## src/rtl/gpio_bus_master_pkg.sv

```systemverilog
// rtl/gpio_bus_master_pkg.sv - shared constants and state encoding for the GPIO bus master
package gpio_bus_master_pkg;

    localparam logic [1:0] ADDR_GPI1 = 2'd0;
    localparam logic [1:0] ADDR_GPI2 = 2'd1;
    localparam logic [1:0] ADDR_GPO1 = 2'd2;
    localparam logic [1:0] ADDR_GPO2 = 2'd3;

    typedef enum logic [1:0] {
        IDLE = 2'd0,
        BUS  = 2'd1,
        RSP  = 2'd2,
        PBUS = 2'd3
    } state_t;

    // Inputs are read-only at the responder; writes there are dropped.
    function automatic logic is_input_addr(input logic [1:0] addr);
        return addr < ADDR_GPO1;
    endfunction

endpackage

```

## src/rtl/gpio_poll_timer.sv

```systemverilog
// rtl/gpio_poll_timer.sv - free-running GPI1 poll timer with a single pending flag
module gpio_poll_timer #(
    parameter int POLL_DIV = 1000,
    parameter int CW       = 20
) (
    input  logic CLK,
    input  logic RST_N,
    input  logic poll_en,
    input  logic poll_take,
    output logic poll_pending
);

    localparam logic [CW-1:0] RELOAD = CW'(POLL_DIV - 1);

    logic [CW-1:0] counter;

    // A new expiry wins over a same-cycle take so no poll interval is lost.
    always_ff @(posedge CLK) begin
        if (!RST_N || !poll_en) begin
            counter      <= RELOAD;
            poll_pending <= 1'b0;
        end else if (counter == '0) begin
            counter      <= RELOAD;
            poll_pending <= 1'b1;
        end else begin
            counter <= counter - 1'b1;
            if (poll_take) begin
                poll_pending <= 1'b0;
            end
        end
    end

endmodule

```

## src/rtl/gpio_bus_master.sv

```systemverilog
// rtl/gpio_bus_master.sv - host-to-GPIO-bus initiator with automatic GPI1 change polling
module gpio_bus_master
    import gpio_bus_master_pkg::*;
#(
    parameter int POLL_DIV = 1000,
    parameter int CW       = 20
) (
    input  logic        CLK,
    input  logic        RST_N,
    input  logic        req_valid,
    output logic        req_ready,
    input  logic        req_we,
    input  logic [1:0]  req_addr,
    input  logic [31:0] req_wdata,
    output logic        rsp_valid,
    input  logic        rsp_ready,
    output logic [31:0] rsp_rdata,
    output logic        rsp_err,
    input  logic        poll_en,
    output logic [31:0] poll_last,
    output logic        chg_pulse,
    output logic [1:0]  A,
    output logic        WE,
    output logic [31:0] WD,
    input  logic [31:0] RD
);

    state_t state;
    logic   poll_pending;
    logic   poll_take;

    assign req_ready = (state == IDLE);
    // Host requests have priority; a poll is only taken on an idle edge without one.
    assign poll_take = (state == IDLE) && !req_valid && poll_pending;

    gpio_poll_timer #(
        .POLL_DIV (POLL_DIV),
        .CW       (CW)
    ) u_poll_timer (
        .CLK          (CLK),
        .RST_N        (RST_N),
        .poll_en      (poll_en),
        .poll_take    (poll_take),
        .poll_pending (poll_pending)
    );

    always_ff @(posedge CLK) begin
        if (!RST_N) begin
            state     <= IDLE;
            A         <= ADDR_GPI1;
            WE        <= 1'b0;
            WD        <= '0;
            rsp_valid <= 1'b0;
            rsp_rdata <= '0;
            rsp_err   <= 1'b0;
            poll_last <= '0;
            chg_pulse <= 1'b0;
        end else begin
            chg_pulse <= 1'b0;
            case (state)
                IDLE: begin
                    if (req_valid) begin
                        A     <= req_addr;
                        WE    <= req_we;
                        WD    <= req_wdata;
                        state <= BUS;
                    end else if (poll_pending) begin
                        A     <= ADDR_GPI1;
                        WE    <= 1'b0;
                        state <= PBUS;
                    end
                end
                BUS: begin
                    rsp_rdata <= WE ? 32'h0 : RD;
                    rsp_err   <= WE && is_input_addr(A);
                    rsp_valid <= 1'b1;
                    A         <= ADDR_GPI1;
                    WE        <= 1'b0;
                    WD        <= '0;
                    state     <= RSP;
                end
                RSP: begin
                    if (rsp_ready) begin
                        rsp_valid <= 1'b0;
                        state     <= IDLE;
                    end
                end
                PBUS: begin
                    if (RD != poll_last) begin
                        poll_last <= RD;
                        chg_pulse <= 1'b1;
                    end
                    A     <= ADDR_GPI1;
                    WE    <= 1'b0;
                    WD    <= '0;
                    state <= IDLE;
                end
                default: state <= IDLE;
            endcase
        end
    end

endmodule
```

## config.mk

```make
export PLATFORM = sky130hd
export DESIGN_NAME = gpio_bus_master
export DESIGN_NICKNAME = d
export VERILOG_FILES = /design/src/rtl/gpio_bus_master_pkg.sv /design/src/rtl/gpio_poll_timer.sv /design/src/rtl/gpio_bus_master.sv
export SDC_FILE = /design/constraint.sdc
export NUM_CORES = 1
export LEC_CHECK = 0
export CAP_MARGIN = 20
export CORE_MARGIN = 1.5
export CORE_UTILIZATION = 27
export CTS_CLUSTER_DIAMETER = 80
export DETAILED_ROUTE_END_ITERATION = 7
export PLACE_DENSITY_LB_ADDON = 0.25
export SKIP_LAST_GASP = 1
export SLEW_MARGIN = 0
export SYNTH_ARGS = -nofsm -noshare
export SYNTH_HDL_FRONTEND = slang
export SYNTH_SLANG_ARGS = --single-unit
```

## constraint.sdc

```tcl
create_clock -name CLK -period 3.1 [get_ports CLK]
set_input_delay 0.31 -clock CLK [delete_from_list [all_inputs] [get_ports CLK]]
set_output_delay 0.31 -clock CLK [all_outputs]
set_load 0.02 [all_outputs]
```

==> run summary <==
The largest net degree at the start of global routing is 74. Timing would allow up to 0.435 GHz. Synthesis handed over a netlist of 572 instances. The top cell type's share of synthesized area came out at 47.5%.

The largest incremental delay on the critical path came out at 0.65 ns. The number of placement rows came out at 50. The initial antenna violation count was 0. The die footprint is just over 20,000 µm². In this run the cell area of the synthesized design comes to between 5000 and 6000 µm². The worst hold slack came out at 0.395 ns. The post-synthesis area per instance came out at 9.22 µm². The static leakage power came out at 2.61 nW. Excluding fillers, the count of instances in the completed layout stands at 1,005.

The clock-pin transition on the worst setup and hold timing paths came out at roughly 0.06 ns. In this run, synthesis produced a sequential element count of approximately 130. 175 I/O pins were placed. The via density per instance came out at 4.56.

The worst setup path is captured at a flop. The global-route usage over all layers came out at 15.2%. The type of the worst setup path is reg -> reg. The synthesized design contains 0 enable-type register cells. The count of nets left with antenna violations after detail routing came out at 0. The post-synthesis async set-or-reset flop share is 0%. The post-CTS resize count came out at 0. Setup violations remaining at the end of the flow were counted as 0. Max-cap violations in this run came to 0. The number of global-route vias before repair came out at 4,698.

The most common cell after layout, fill and taps aside is sky130_fd_sc_hd__clkdlybuf4s50_1. The synthesis warning total came out at 0. Along the worst hold path, the cell count comes to 1. The starting density of the core came out at 27.8%.

The first-pass GRT wire length is 24,000 µm. Summing all placed instances gives a cell area of 7250 µm². Setup total negative slack on the finished layout was measured at 0 ns. In this run the most critical hold path is launched from u_poll_timer.counter[0]. The final weighted congestion of routability-driven global placement is about 0.76. The count of unresolved DRC violations after routing is 0. The data arrival time at the worst-slack endpoint came out at approximately 2.6 ns. The worst IR drop on VDD came out at between 300 and 400 µV. By area the synthesized netlist is led by sky130_fd_sc_hd__dfxtp_1 47%, sky130_fd_sc_hd__nor2b_1 8.2%, sky130_fd_sc_hd__xnor2_1 7.3%. STA puts the critical path data required time at 3.39 ns. The number of library cell types mapped by synthesis came out at 34. The routed wire length came out at 15,000 µm. The capture endpoint of the worst hold path is u_poll_timer.counter[0]. The number of DRC violations after detailed-routing iteration 0 came out at 202. The total instance count after detailed placement came out at 973. The area inside the core boundary came out at 19,000 µm².

The die boundary height came out at 143 µm. The flow ran to the end, and the final reports show no timing, DRC or antenna violations. The worst hold path belongs to the class reg -> reg. The number of nets in the synthesized netlist is 646. The number of diodes added for antenna fixing is 0. The final critical delay including setup and external delays came out at about 2.3 ns. The level count of the clock H-tree came out at 4. The number of hold-slack violations in the final timing report is 0. The master of the slowest instance on the critical path is sky130_fd_sc_hd__or4b_2.

Leaving out fill and tap cells, the most frequent cells in the layout are 173 x sky130_fd_sc_hd__clkdlybuf4s50_1, 125 x sky130_fd_sc_hd__dfxtp_1, 76 x sky130_fd_sc_hd__nand2_1. The area growth from synthesis to layout came out at 48.7%. In the synthesized netlist the dominant register cell turns out to be sky130_fd_sc_hd__dfxtp_1. The count of buffers from port buffering is 174. The worst setup path is launched from a flop. Across all layers, the routed design uses 4,581 vias.

Setup repair after global routing left no endpoint under its margin. The share of final-layout standard cells stronger than drive strength 1 is 6.31%. The wire length per cell after detailed routing is ~15 µm. The maximum root-to-sink buffer count is 2. The signal on the critical path passes through or3_1 > or4b_2 > or4_4 > nand3_2 > nor2_1.

The biggest area consumer among synthesized cells is sky130_fd_sc_hd__dfxtp_1. Buffers added to address setup during post-CTS repair amount to 0. The total clock buffers created by CTS came out at 17. The HPWL after detailed placement came out at 11,100 µm. The library cell used as clock root buffer is sky130_fd_sc_hd__clkbuf_16. The number of hold buffers added after cts came out at 0.

The cell area after layout is 7840 µm². Headroom to the max-slew limit came out at 48.4%. The power density of the placed cells came out at between 500 and 600 nW/µm². The total power came out at 4.24 mW. TritonCTS built the clock tree. The part of the cycle the worst path needs is about 74%. Measured along the x axis, the die boundary spans between 100 and 150 µm. The minimum setup slack in the final design came out at 0.802 ns. The biggest fanout along the worst timing path came out at 12.

The sequential area share after synthesis came out at between 40% and 50%. The number of iterations in the first detailed-routing pass came out at 4. The setup check on the worst reg-to-reg path leaves a slack of approximately 0.8 ns. The start point of the critical path is u_poll_timer.counter[15].

The utilization after layout is between 40% and 50%. The final number of max-transition violations came out at 0. For the pin with the worst max-slew slack, the measured transition is approximately 0.77 ns.

The pre-CTS worst setup slack came out at 0.429 ns. The number of cells on the worst reg-to-reg path is 5. The worst register-to-register path begins at u_poll_timer.counter[15]. The source-to-sink clock delay at the later pin of the worst-skew pair came out at between 0.4 and 0.5 ns.

For this design, the sink count on the clock tree is 125. The total grt overflow is 0. The count of nets after finishing is 806.

For the final database, setup skew stands at 0.00758 ns. The reg-to-reg endpoint is u_poll_timer.counter[15].
-- cell usage after synthesis (all sizes together) (2+ instances only) --
cell type	instances
nor2b	70
o21ai	3
nor2	23
nand2	77
dfxtp	125
ha	2
a22oi	32
xor2	5
and2	2
mux2i	32
nor3b	33
xnor2	44
buf	4
nand3	4
or3	4
a21oi	40
nor4bb	3
nand4	8
clkbuf	37
inv	4
nand2b	2
or4	2
nor3	4
nor4	7
-- cell type report --
type                    instances  area (µm²)
fillers                      1833       11100
multi-input cells             402        2610
well taps                     260         325
repair buffers                182        1800
clock buffers                  21         450
clock inverters                11         143
flip-flops and latches        125        2500
inverters                       4        15.0
-- report_power, final --
part	internal, mW	total [mW]	switching [mW]
clock	1.28	2.00	0.719
combinational	0.271	0.538	0.267
sequential	1.66	1.70	0.0366
-- state kept, by name (all words and copies together) (netlist names) --
signal and count:
A 2, WD 32, WE 1, chg_pulse 1
poll_last 32, rsp_err 1, rsp_rdata 32, rsp_valid 1
state 2, u_poll_timer.counter 20, u_poll_timer.poll_pending 1
-- kinds of logic (layout without fill, tap and decap cells) --
| kind of cell | Yosys count | in the layout | synth area share, % |
|---|---|---|---|
| AND/OR/NAND/NOR | 242 | 242 | 25.5 |
| adder cells (fa/ha/maj) | 2 | 2 | 0.475 |
| XOR/XNOR | 49 | 49 | 8.14 |
| AO/OA/AOI/OAI | 77 | 77 | 8.92 |
| flip-flops | 125 | 125 | 47.5 |
| multiplexers | 32 | 32 | 6.08 |
| buffers and inverters | 45 | 218 | 3.44 |
-- worst max-delay path by stage --
stage,end,cells after the start,slack [ns]
finish,u_poll_timer.counter[15],5,0.80
floorplan,u_poll_timer.counter[12],7,0.91
CTS,u_poll_timer.counter[15],5,0.78
global route,u_poll_timer.counter[15],5,0.68
global placement,poll_last[11],7,0.46
detailed placement,poll_last[12],7,0.43
-- critical path: cells and delay by family (launching register included) --
kind / cells / cell delay [ns]
flops: 1 / 0.33
simple gates: 5 / 1.85
-- routing by layer --
| metal | up-vias | wire [µm] | track usage [%] |
|---|---|---|---|
| met3 | 17 | 1020 | 5.00 |
| met2 | 138 | 7260 | 26.1 |
| li1 | 2264 | - | - |
| met4 | 0 | 219 | 4.61 |
| met1 | 2162 | 6530 | 17.9 |
| met5 | - | 0 | 0 |
(Power assumes the default switching activity.)
